File: src/rtl/ram_arb_pkg.sv
// Shared definitions for the two-requester RAM arbiter: default geometry,
// grant-owner encoding and the out-of-range address compare.
package ram_arb_pkg;

  localparam int unsigned DEF_DW    = 8;
  localparam int unsigned DEF_AW    = 6;
  localparam int unsigned DEF_DEPTH = 32;

  typedef enum logic [1:0] {
    OWNER_NONE = 2'd0,
    OWNER_A    = 2'd1,
    OWNER_B    = 2'd2
  } owner_t;

  function automatic logic addr_oor(input int unsigned addr, input int unsigned depth);
    return (addr >= depth);
  endfunction

endpackage

File: src/rtl/ram_arb_if.sv
// Requester-side bus of the RAM arbiter: command, grant and read-return
// signals for requesters A and B.
interface ram_arb_if
  import ram_arb_pkg::*;
#(
  parameter int unsigned DW = DEF_DW,
  parameter int unsigned AW = DEF_AW
);

  logic          a_req;
  logic          a_we;
  logic [AW-1:0] a_addr;
  logic [DW-1:0] a_wdata;
  logic          a_gnt;
  logic          a_rvalid;
  logic [DW-1:0] a_rdata;
  logic          a_err;

  logic          b_req;
  logic          b_we;
  logic [AW-1:0] b_addr;
  logic [DW-1:0] b_wdata;
  logic          b_gnt;
  logic          b_rvalid;
  logic [DW-1:0] b_rdata;
  logic          b_err;

  modport master (
    output a_req, a_we, a_addr, a_wdata,
    output b_req, b_we, b_addr, b_wdata,
    input  a_gnt, a_rvalid, a_rdata, a_err,
    input  b_gnt, b_rvalid, b_rdata, b_err
  );

  modport slave (
    input  a_req, a_we, a_addr, a_wdata,
    input  b_req, b_we, b_addr, b_wdata,
    output a_gnt, a_rvalid, a_rdata, a_err,
    output b_gnt, b_rvalid, b_rdata, b_err
  );

endinterface

File: src/rtl/ram_arb_rr.sv
// Round-robin grant decision with bounded bursts: tracks the current owner,
// its consecutive-grant count and the round-robin pointer (0 = A next).
module ram_arb_rr
  import ram_arb_pkg::*;
#(
  parameter int unsigned MAX_BURST = 4
) (
  input  logic clk,
  input  logic rst_n,
  input  logic a_req,
  input  logic b_req,
  output logic a_gnt,
  output logic b_gnt
);

  localparam int unsigned CNT_W = $clog2(MAX_BURST + 1);
  localparam logic [CNT_W-1:0] CNT_MAX = CNT_W'(MAX_BURST);

  if (MAX_BURST < 1) begin : g_burst_check
    $error("ram_arb_rr: MAX_BURST must be at least 1");
  end

  owner_t           owner_q, owner_d;
  logic [CNT_W-1:0] burst_cnt_q, burst_cnt_d;
  logic             rr_ptr_q, rr_ptr_d;

  always_comb begin
    a_gnt = 1'b0;
    b_gnt = 1'b0;
    if (a_req && b_req) begin
      // Contention: owner keeps the bus until its burst budget runs out.
      unique case (owner_q)
        OWNER_A: begin
          a_gnt = (burst_cnt_q < CNT_MAX);
          b_gnt = !(burst_cnt_q < CNT_MAX);
        end
        OWNER_B: begin
          b_gnt = (burst_cnt_q < CNT_MAX);
          a_gnt = !(burst_cnt_q < CNT_MAX);
        end
        default: begin
          a_gnt = !rr_ptr_q;
          b_gnt = rr_ptr_q;
        end
      endcase
    end else begin
      a_gnt = a_req;
      b_gnt = b_req;
    end
  end

  always_comb begin
    owner_d     = OWNER_NONE;
    burst_cnt_d = '0;
    rr_ptr_d    = rr_ptr_q;
    if (a_gnt) begin
      owner_d     = OWNER_A;
      rr_ptr_d    = 1'b1;
      burst_cnt_d = (owner_q != OWNER_A) ? CNT_W'(1) :
                    (burst_cnt_q == CNT_MAX) ? burst_cnt_q : burst_cnt_q + 1'b1;
    end else if (b_gnt) begin
      owner_d     = OWNER_B;
      rr_ptr_d    = 1'b0;
      burst_cnt_d = (owner_q != OWNER_B) ? CNT_W'(1) :
                    (burst_cnt_q == CNT_MAX) ? burst_cnt_q : burst_cnt_q + 1'b1;
    end
  end

  always_ff @(posedge clk or negedge rst_n) begin
    if (!rst_n) begin
      owner_q     <= OWNER_NONE;
      burst_cnt_q <= '0;
      rr_ptr_q    <= 1'b0;
    end else begin
      owner_q     <= owner_d;
      burst_cnt_q <= burst_cnt_d;
      rr_ptr_q    <= rr_ptr_d;
    end
  end

endmodule

File: src/rtl/ram_arbiter.sv
// Two-requester arbiter/sequencer for a 32x8 single-port RAM: RAM port mux,
// held address and read-return pipeline. Optional RAM_ARB_ADDR_CHECK_EN blocks
// out-of-range commands and flags them on a_err/b_err.
module ram_arbiter
  import ram_arb_pkg::*;
#(
  parameter int unsigned DW        = DEF_DW,
  parameter int unsigned AW        = DEF_AW,
  parameter int unsigned DEPTH     = DEF_DEPTH,
  parameter int unsigned MAX_BURST = 4
) (
  input  logic          clk,
  input  logic          rst_n,
  ram_arb_if.slave      bus,
  output logic [DW-1:0] ram_data_in,
  output logic [AW-1:0] ram_address,
  output logic          ram_write_enable,
  input  logic [DW-1:0] ram_rdata
);

  if (DEPTH > (1 << AW)) begin : g_depth_check
    $error("ram_arbiter: DEPTH exceeds the address space");
  end

  logic          a_gnt, b_gnt, any_gnt, fwd;
  logic          sel_we;
  logic [AW-1:0] sel_addr;
  logic [DW-1:0] sel_wdata;
  logic [AW-1:0] addr_hold_q, addr_hold_d;
  logic          a_rvalid_q, a_rvalid_d;
  logic          b_rvalid_q, b_rvalid_d;
  logic [DW-1:0] rdata;

  ram_arb_rr #(.MAX_BURST(MAX_BURST)) u_rr (
    .clk   (clk),
    .rst_n (rst_n),
    .a_req (bus.a_req),
    .b_req (bus.b_req),
    .a_gnt (a_gnt),
    .b_gnt (b_gnt)
  );

  always_comb begin
    any_gnt   = a_gnt | b_gnt;
    sel_we    = b_gnt ? bus.b_we    : bus.a_we;
    sel_addr  = b_gnt ? bus.b_addr  : bus.a_addr;
    sel_wdata = b_gnt ? bus.b_wdata : bus.a_wdata;
`ifdef RAM_ARB_ADDR_CHECK_EN
    fwd = any_gnt && !addr_oor(32'(sel_addr), DEPTH);
`else
    fwd = any_gnt;
`endif
    ram_write_enable = fwd && sel_we;
    // Idle cycles keep the last forwarded address so the RAM read register is stable.
    ram_address      = fwd ? sel_addr  : addr_hold_q;
    ram_data_in      = fwd ? sel_wdata : '0;
    addr_hold_d      = ram_address;
    a_rvalid_d       = a_gnt && !bus.a_we;
    b_rvalid_d       = b_gnt && !bus.b_we;
  end

  always_ff @(posedge clk or negedge rst_n) begin
    if (!rst_n) begin
      addr_hold_q <= '0;
      a_rvalid_q  <= 1'b0;
      b_rvalid_q  <= 1'b0;
    end else begin
      addr_hold_q <= addr_hold_d;
      a_rvalid_q  <= a_rvalid_d;
      b_rvalid_q  <= b_rvalid_d;
    end
  end

`ifdef RAM_ARB_ADDR_CHECK_EN
  logic a_err_q, a_err_d;
  logic b_err_q, b_err_d;
  logic rd_zero_q, rd_zero_d;

  always_comb begin
    a_err_d   = a_gnt && !fwd;
    b_err_d   = b_gnt && !fwd;
    rd_zero_d = any_gnt && !fwd && !sel_we;
  end

  always_ff @(posedge clk or negedge rst_n) begin
    if (!rst_n) begin
      a_err_q   <= 1'b0;
      b_err_q   <= 1'b0;
      rd_zero_q <= 1'b0;
    end else begin
      a_err_q   <= a_err_d;
      b_err_q   <= b_err_d;
      rd_zero_q <= rd_zero_d;
    end
  end

  always_comb begin
    rdata       = rd_zero_q ? '0 : ram_rdata;
    bus.a_err   = a_err_q;
    bus.b_err   = b_err_q;
  end
`else
  always_comb begin
    rdata       = ram_rdata;
    bus.a_err   = 1'b0;
    bus.b_err   = 1'b0;
  end
`endif

  always_comb begin
    bus.a_gnt    = a_gnt;
    bus.b_gnt    = b_gnt;
    bus.a_rvalid = a_rvalid_q;
    bus.b_rvalid = b_rvalid_q;
    bus.a_rdata  = rdata;
    bus.b_rdata  = rdata;
  end

endmodule
File: src/flat_wrapper.sv
// flat-port wrapper written by rule: the top's interface ports become plain ports
module ram_arbiter_flat import ram_arb_pkg::*;
#(
  parameter int unsigned DW        = DEF_DW,
  parameter int unsigned AW        = DEF_AW,
  parameter int unsigned DEPTH     = DEF_DEPTH,
  parameter int unsigned MAX_BURST = 4
)
  (clk, rst_n, ram_data_in, ram_address, ram_write_enable, ram_rdata, bus_a_req, bus_a_we, bus_a_addr, bus_a_wdata, bus_b_req, bus_b_we, bus_b_addr, bus_b_wdata, bus_a_gnt, bus_a_rvalid, bus_a_rdata, bus_a_err, bus_b_gnt, bus_b_rvalid, bus_b_rdata, bus_b_err);
  ram_arb_if #(.DW(DW), .AW(AW)) bus_i ();
  input  logic clk;
  input  logic rst_n;
  output logic [DW-1:0] ram_data_in;
  output logic [AW-1:0] ram_address;
  output logic ram_write_enable;
  input  logic [DW-1:0] ram_rdata;
  input wire logic [$bits(bus_i.a_req)-1:0] bus_a_req;
  input wire logic [$bits(bus_i.a_we)-1:0] bus_a_we;
  input wire logic [$bits(bus_i.a_addr)-1:0] bus_a_addr;
  input wire logic [$bits(bus_i.a_wdata)-1:0] bus_a_wdata;
  input wire logic [$bits(bus_i.b_req)-1:0] bus_b_req;
  input wire logic [$bits(bus_i.b_we)-1:0] bus_b_we;
  input wire logic [$bits(bus_i.b_addr)-1:0] bus_b_addr;
  input wire logic [$bits(bus_i.b_wdata)-1:0] bus_b_wdata;
  output wire logic [$bits(bus_i.a_gnt)-1:0] bus_a_gnt;
  output wire logic [$bits(bus_i.a_rvalid)-1:0] bus_a_rvalid;
  output wire logic [$bits(bus_i.a_rdata)-1:0] bus_a_rdata;
  output wire logic [$bits(bus_i.a_err)-1:0] bus_a_err;
  output wire logic [$bits(bus_i.b_gnt)-1:0] bus_b_gnt;
  output wire logic [$bits(bus_i.b_rvalid)-1:0] bus_b_rvalid;
  output wire logic [$bits(bus_i.b_rdata)-1:0] bus_b_rdata;
  output wire logic [$bits(bus_i.b_err)-1:0] bus_b_err;
  assign bus_i.a_req = bus_a_req;
  assign bus_i.a_we = bus_a_we;
  assign bus_i.a_addr = bus_a_addr;
  assign bus_i.a_wdata = bus_a_wdata;
  assign bus_i.b_req = bus_b_req;
  assign bus_i.b_we = bus_b_we;
  assign bus_i.b_addr = bus_b_addr;
  assign bus_i.b_wdata = bus_b_wdata;
  assign bus_a_gnt = bus_i.a_gnt;
  assign bus_a_rvalid = bus_i.a_rvalid;
  assign bus_a_rdata = bus_i.a_rdata;
  assign bus_a_err = bus_i.a_err;
  assign bus_b_gnt = bus_i.b_gnt;
  assign bus_b_rvalid = bus_i.b_rvalid;
  assign bus_b_rdata = bus_i.b_rdata;
  assign bus_b_err = bus_i.b_err;
  ram_arbiter #(.DW(DW), .AW(AW), .DEPTH(DEPTH), .MAX_BURST(MAX_BURST)) u_core (.clk(clk), .rst_n(rst_n), .bus(bus_i), .ram_data_in(ram_data_in), .ram_address(ram_address), .ram_write_enable(ram_write_enable), .ram_rdata(ram_rdata));
endmodule
File: config.mk
export PLATFORM = sky130hd
export DESIGN_NAME = ram_arbiter_flat
export DESIGN_NICKNAME = d
export VERILOG_FILES = /design/src/rtl/ram_arb_pkg.sv /design/src/rtl/ram_arb_if.sv /design/src/rtl/ram_arb_rr.sv /design/src/rtl/ram_arbiter.sv /design/src/flat_wrapper.sv
export SDC_FILE = /design/constraint.sdc
export NUM_CORES = 1
export LEC_CHECK = 0
export ABC_AREA = 1
export CAP_MARGIN = 20
export CELL_PAD_IN_SITES_DETAIL_PLACEMENT = 0
export CELL_PAD_IN_SITES_GLOBAL_PLACEMENT = 2
export CORE_MARGIN = 1
export CORE_UTILIZATION = 17
export DETAILED_ROUTE_END_ITERATION = 6
export PLACE_DENSITY_LB_ADDON = 0.1
export SETUP_SLACK_MARGIN = 0.1
export SLEW_MARGIN = 25
export SYNTH_ARGS = -nofsm -noshare
export SYNTH_HDL_FRONTEND = slang
export SYNTH_SLANG_ARGS = --single-unit
File: constraint.sdc
create_clock -name clk -period 2.7 [get_ports clk]
set_clock_uncertainty 0.1 [all_clocks]
set_input_delay 0.54 -clock clk [delete_from_list [all_inputs] [get_ports clk]]
set_output_delay 0.54 -clock clk [all_outputs]
set_load 0.02 [all_outputs]
==> results of run 1 <==
==> stage by stage <==
stage	power [mW]	TNS (ns)	instance area, µm²	setup WS [ns]	instances
global route	1.67	0	2080	0.0507	335
CTS	1.39	0	1900	0.0584	331
floorplan	0.807	0	1200	0.452	179
global placement	1.22	-6.64	1870	-0.482	327
finish	1.55	0	2080	0.128	335
detailed placement	1.22	-6.73	1870	-0.491	327
==> final timing paths <==
| path | cells after the start | endpoint | slack, ns | from |
|---|---|---|---|---|
| worst min-delay path | 2 | u_core.addr_hold_q[2]$_DFF_PN0_ | 0.41 | u_core.addr_hold_q[2]$_DFF_PN0_ |
| worst max-delay path | 11 | ram_address[1] | 0.13 | u_core.u_rr.owner_q[1]$_DFF_PN0_ |
| worst max register to register | 12 | u_core.addr_hold_q[1]$_DFF_PN0_ | 0.84 | u_core.u_rr.owner_q[1]$_DFF_PN0_ |
| max in group asynchronous | 1 | u_core.addr_hold_q[2]$_DFF_PN0_ | 1.45 | rst_n |
| min in group asynchronous | 1 | u_core.u_rr.owner_q[0]$_DFF_PN0_ | 0.61 | rst_n |
| worst min register to register | 2 | u_core.addr_hold_q[2]$_DFF_PN0_ | 0.41 | u_core.addr_hold_q[2]$_DFF_PN0_ |
==> registers in the layout, indices dropped and copies added, names as in the netlist <==
name / cells
u_core.u_rr.owner_q: 2
u_core.u_rr.rr_ptr_q: 1
u_core.addr_hold_q: 6
u_core.u_rr.burst_cnt_q: 3
u_core.bus.b_rvalid: 1
u_core.bus.a_rvalid: 1
==> worst max-delay path, stage by stage (launching register included) <==
cell and delay (ns):
sky130_fd_sc_hd__dfrtp_1 0.39, sky130_fd_sc_hd__buf_6 0.13, sky130_fd_sc_hd__ha_4 0.25, sky130_fd_sc_hd__a21boi_4 0.20
sky130_fd_sc_hd__nand2_4 0.11, sky130_fd_sc_hd__nand2_8 0.12, sky130_fd_sc_hd__buf_12 0.12, sky130_fd_sc_hd__nand2_2 0.05
sky130_fd_sc_hd__nand2_2 0.06, sky130_fd_sc_hd__nand2_2 0.06, sky130_fd_sc_hd__nand2_2 0.08, sky130_fd_sc_hd__buf_6 0.11
==> layout by cell type (no fill, tap or decap), drive strengths merged <==
master and n:
nand2 71, buf 44, clkdlybuf4s50 34, nand3 25, inv 23, dfrtp 14, ha 6, nor2 5
o21ai 3, clkbuf 3, a21oi 2, nand4 2, conb 2, a21boi 1, xor2 1, xnor2 1
dlymetal6s2s 1, dlygate4sd2 1
==> report_power, final <==
part | total, mW | internal (mW) | leakage [nW] | switching [mW]
combinational | 1.08 | 0.523 | 0.892 | 0.554
clock | 0.175 | 0.0988 | 0.0216 | 0.0761
sequential | 0.299 | 0.274 | 0.176 | 0.0246
total | 1.55 | 0.896 | 1.09 | 0.655
==> final cells by class <==
class,count,area [µm²]
multi-input combinational,119,699
timing repair buffer,80,777
fill,733,4710
inverter,23,91.3
sequential,14,350
clock buffer,3,41.3
tap,96,120
==> timing repair <==
| action | CTS | global route |
|---|---|---|
| pin swaps | 0 | 11 |
| setup buffers | 1 | 4 |
| gates resized for setup | 81 | 48 |
| cloned | 0 | 0 |
| hold endpoints to repair | 0 | 0 |
| setup endpoints to repair | 17 | 15 |
==> routing by layer <==
metal / up-vias / wire [µm] / global-route usage
met4: 0 / 15 / 0.0152
met3: 2 / 248 / 0.0298
met2: 46 / 1950 / 0.175
met1: 578 / 1570 / 0.121
met5: - / 0 / 0
li1: 650 / - / -
==> logic make-up (layout without fill, tap and decap cells) <==
family | after synthesis | in the layout
AND/OR/NAND/NOR | 103 | 103
flip-flops | 14 | 14
other | 1 | 2
buffers and inverters | 46 | 106
AO/OA/AOI/OAI | 6 | 6
XOR/XNOR | 2 | 2
adder cells (fa/ha/maj) | 6 | 6
==> flow_summary.ini, run 1 <==
[routing]
via_per_inst = 3.81
drtAntennaViolNets = 0
drt_iter0_drc = 40
via_count = 1276
drt_wl_total_mm = 3.79
wl_per_cell_um = 11.3
post-route-drc-count = 0
dr.pass1.iters = 4

[synthesis]
yosys-mux-area-fraction = 0
synth_sequential_area_ratio = 0.293
synth_top_area_share = 0.293
synth.avg_cell_area_um2 = 6.71
synth-main-ff-cell = sky130_fd_sc_hd__dfrtp_1
synth_compound_gate_area_share = 0.0304
yosys.area_share.xor_xnor = 0.0147
synthSimpleGateAreaFrac = 0.379
post_synth_fa_ha_maj_area_fraction = 0.0628
synth_top_family_by_area = simple AND/OR/NAND/NOR gates
synth_edf_count = 0
yosys.cell_types.count = 22
synth_cells = 178
synth_commonest_cells = sky130_fd_sc_hd__nand2_1 (67), sky130_fd_sc_hd__nand3_1 (24), sky130_fd_sc_hd__inv_1 (21)
synth.most_common_cell = sky130_fd_sc_hd__nand2_1
netlist_area_um2 = 1190
synth.ff_latch_count = 14
yosysWarnings = 0
yosys-top-cells-area = sky130_fd_sc_hd__dfrtp_1 (29%), sky130_fd_sc_hd__nand2_1 (21%), sky130_fd_sc_hd__buf_4 (12%)
synth-async-reset-ratio = 1.00
synth_largest_area_cell = sky130_fd_sc_hd__dfrtp_1

[global_route]
grt_pass1_wl_mm = 5.69
combined_global_route_utilization_of_all_metal_layers = 0.0991
largest_net_degree_at_the_start_of_global_routing = 16
grt_antenna_before_repair = 0
grt_overflow = 0
vias_in_the_first_global_route = 1250

[sta]
setup_viol_count_final = 0
fin_crit_sh = 0.953
worst_slew_margin_rel = 0.542
hold_viol = 0
timing.final.crit_period_ns = 2.57
holdWs_ns = 0.415
maxClockFrequency_ghz = 0.389
unrepaired_setup_endpoints_after_global_routing = yes
tightest_slew_ns = 0.685
slew_violations = 0

[finish]
synthToLayoutAreaGrowth_pct = 74.0
antenna_cells_inserted = 0
drive_above_1_share = 0.339
design.final.nets = 289
fin_util = 0.306

[place]
gp_congestion = 0.771
numPortBuffers = 52
dpl.hpwl_mm = 2.92

[cts]
cts.root.buffer_cell = sky130_fd_sc_hd__clkbuf_8
tritoncts_num_sinks = 14
clk_latency_ns = 0.25
cts-buffers-inserted = 3
h-tree-depth = 1
post_cts_hold_buffer_count = 0
cts_tree = done
cts-root-to-sink-buffers = 2
clk_pin_slew_ns = 0.06

[critical_path]
critPathCaptureType = output port
critPathMaxFanout = 5
worstPathRequired_ns = 2.06
timing.critical_path.arrival_ns = 1.93
startpoint_type = flop
critical_path_class = flop to output port

[floorplanning]
starting_utilization_of_the_core_area = 0.176
number_of_i_o_pins = 79
die_area_um2 = 7370
placeableCoreArea_um2 = 6790
overall_die_height_um = 85.8
chipWidth_um = 85.8
fp-row-count = 30

[worst_hold_path]
min_path_type = flop to flop

[power_and_ir_drop]
power.ir.vdd_worst_uv = 373
leakage_nw = 1.09
pwr_density_cell_nw_per_um2 = 746

[outcome]
status = finished, final reports clean

[run]
max-cap-violations = 0
(Power assumes the default switching activity.)
==> inputs of run 2 (changes only) <==
- CTS_CLUSTER_DIAMETER: default -> 60
==> results of run 2 <==
Final layout, timing and power as in run 1 (identical DEF).
==> inputs of run 3 (changes only) <==
- GPL_TIMING_DRIVEN: default -> 0
- SLEW_MARGIN: 25 -> 40
==> run 3 against run 2 <==
Against the previous run:
- sequential cell count is the same
- first-iteration DRC count shrank 10%
- wire length grew 3.6%
- hold slack gained 0.0018 ns
- worst setup slack gained 0.056 ns
- die area is the same
- via count grew 3.6%
- total power grew 7.7%
- cell count grew 6.9%
- largest cell class unchanged
- highest routed layer unchanged
==> flow_summary.ini, run 3 (same netlist as run 1, synthesis figures left out) <==
[floorplanning]
starting_utilization_of_the_core_area = 0.176
fp-row-count = 30
die_area_um2 = 7370
number_of_i_o_pins = 79
chipWidth_um = 85.8
placeableCoreArea_um2 = 6790
overall_die_height_um = 85.8

[power_and_ir_drop]
seq_power_share = 0.185
leakage_nw = 1.19
p_int_uw = 956
pwr_density_cell_nw_per_um2 = 696
p_clk_frac = 0.123
switching_part_of_the_total = 0.428
pwr-share-comb = 0.693
power.ir.vdd_worst_uv = 369
p_sw_uw = 715

[finish]
top_regs = u_core.addr_hold_q (6), u_core.u_rr.burst_cnt_q (3), u_core.u_rr.owner_q (2)
final_cell_mix = sky130_fd_sc_hd__clkdlybuf4s50_1 (49), sky130_fd_sc_hd__nand2_1 (36), sky130_fd_sc_hd__nand2_2 (27), sky130_fd_sc_hd__buf_4 (27), sky130_fd_sc_hd__nand3_1 (19)
largest_reg_flops = 6
antenna_cells_inserted = 0
final-seq-area_um2 = 352
fillCellCount = 734
drive_above_1_share = 0.439
final_common_cell = sky130_fd_sc_hd__clkdlybuf4s50_1
final_std_cells_w_o_fill = 358
synthToLayoutAreaGrowth_pct = 101
multi_input_gate_area_um2 = 773
largest_register = u_core.addr_hold_q
design.final.nets = 311
finish.instance_area_um2 = 2400

[place]
gp_congestion = 0.752
dpl.hpwl_mm = 2.93
place_inst = 343
placement.cell_area_um2 = 2000
numPortBuffers = 68

[sta]
unrepaired_setup_endpoints_after_global_routing = yes
fin_crit_sh = 0.932
hold_viol = 0
slew_violations = 0
setup_viol_count_final = 0
tightest_slew_ns = 0.689
maxClockFrequency_ghz = 0.397
timing.final.crit_period_ns = 2.52
worst_slew_margin_rel = 0.540

[worst_hold_path]
min_path_type = flop to flop

[cts]
cts_tree = done
cts-buffers-inserted = 3
clk_latency_ns = 0.24
h-tree-depth = 1
clk_pin_slew_ns = 0.06
tritoncts_num_sinks = 14
cts.root.buffer_cell = sky130_fd_sc_hd__clkbuf_8
post_cts_hold_buffer_count = 0
cts-root-to-sink-buffers = 2

[routing]
drt_wl_total_mm = 3.92
via_per_inst = 3.69
dr.pass1.iters = 4
drt_iter0_drc = 36
post-route-drc-count = 0
via_count = 1322
wl_per_cell_um = 10.9
drtAntennaViolNets = 0

[outcome]
status = finished, final reports clean

[global_route]
combined_global_route_utilization_of_all_metal_layers = 0.105
largest_net_degree_at_the_start_of_global_routing = 15
vias_in_the_first_global_route = 1241
grt_overflow = 0
grt_antenna_before_repair = 0
grt_pass1_wl_mm = 6.06

[critical_path]
startpoint_type = flop
timing.critical_path.cells = ha_4 -> a21boi_4 -> nand2_4 -> nand2_8 -> clkbuf_16 -> nand2_1 -> nand2_2 -> nand2_4 -> nand2_4 -> buf_6
critPathMaxStageDelay_ns = 0.44
critPathMaxFanout = 5
critical-path-top-cell-by-count = sky130_fd_sc_hd__nand2_4
worstPathRequired_ns = 2.06
critPathCaptureType = output port
timing.critical_path.slowest_stage_cell = sky130_fd_sc_hd__dfrtp_2
critPathBufInv = 2
timing.critical_path.arrival_ns = 1.88
critPathTopFamily = simple AND/OR/NAND/NOR gates
critical_path_class = flop to output port

[run]
max-cap-violations = 0
run 3: cell types whose count changed in the layout (fill, tap and decap cells not counted), moves of 9 or more:
cell,delta
sky130_fd_sc_hd__clkdlybuf4s50_1,+15
sky130_fd_sc_hd__nand2_1,-11
sky130_fd_sc_hd__inv_1,-10
sky130_fd_sc_hd__inv_2,+10
sky130_fd_sc_hd__nand2_2,+9
run 3: power by group through the flow:
stage	combinational (mW)	clock, mW	sequential [mW]
2_1_floorplan	0.503	0	0.304
3_3_place_gp	0.866	0	0.303
3_5_place_dp	0.857	0	0.303
4_1_cts	0.927	0.217	0.302
5_1_grt	1.26	0.225	0.317
6_report	1.16	0.205	0.308
run 3: what timing repair did:
action | 4_1_cts | 5_1_grt
cloned | 1 | 1
resized for setup | 90 | 77
setup buffers | 6 | 3
setup endpoints to repair | 17 | 17
pin swaps | 5 | 14
run 3: worst min-delay path, stage by stage, from the launching register on:
cell                      delay [ns]
sky130_fd_sc_hd__dfrtp_1        0.34
sky130_fd_sc_hd__nand3_2        0.07
sky130_fd_sc_hd__nand2_2        0.07
run 3: metrics by stage:
| step | setup slack, ns | util | total power, mW | hold WS [ns] | setup TNS [ns] |
|---|---|---|---|---|---|
| after global routing | 0.0813 | 0.353 | 1.81 | 0.448 | 0 |
| after floorplan | 0.452 | - | 0.807 | 0.144 | 0 |
| after detailed placement | -0.620 | 0.294 | 1.16 | 0.394 | -9.08 |
| after global placement | -0.639 | 0.294 | 1.17 | 0.396 | -9.51 |
| final | 0.184 | 0.353 | 1.67 | 0.417 | 0 |
| after CTS | 0.00445 | 0.317 | 1.45 | 0.412 | 0 |
run 3: worst paths after layout:
check / startpoint / to / slack [ns] / depth (start not counted)
max in group asynchronous: rst_n / u_core.u_rr.owner_q[1]$_DFF_PN0_ / 1.41 / 1
setup / recovery: u_core.u_rr.owner_q[1]$_DFF_PN0_ / ram_address[4] / 0.18 / 10
setup reg to reg: u_core.u_rr.owner_q[1]$_DFF_PN0_ / u_core.addr_hold_q[4]$_DFF_PN0_ / 0.88 / 9
min in group asynchronous: rst_n / u_core.addr_hold_q[2]$_DFF_PN0_ / 0.61 / 1
hold reg to reg: u_core.addr_hold_q[1]$_DFF_PN0_ / u_core.addr_hold_q[1]$_DFF_PN0_ / 0.42 / 2
hold / removal: u_core.addr_hold_q[1]$_DFF_PN0_ / u_core.addr_hold_q[1]$_DFF_PN0_ / 0.42 / 2
run 3: layout make-up:
class,instances,area share
Sequential cell,14,0.146
Tap cell,96,0.0500
Buffer,23,0.0787
Timing Repair Buffer,79,0.341
Clock buffer,4,0.0229
Multi-Input combinational cell,119,0.322
Inverter,23,0.0391
run 3: per-layer routing:
metal / vias up / part of all wire / GRT usage
li1: 693 / - / -
met1: 587 / 0.46 / 0.139
met2: 40 / 0.50 / 0.181
met3: 2 / 0.044 / 0.0212
met4: 0 / 0.0041 / 0.00909
met5: - / 0 / 0
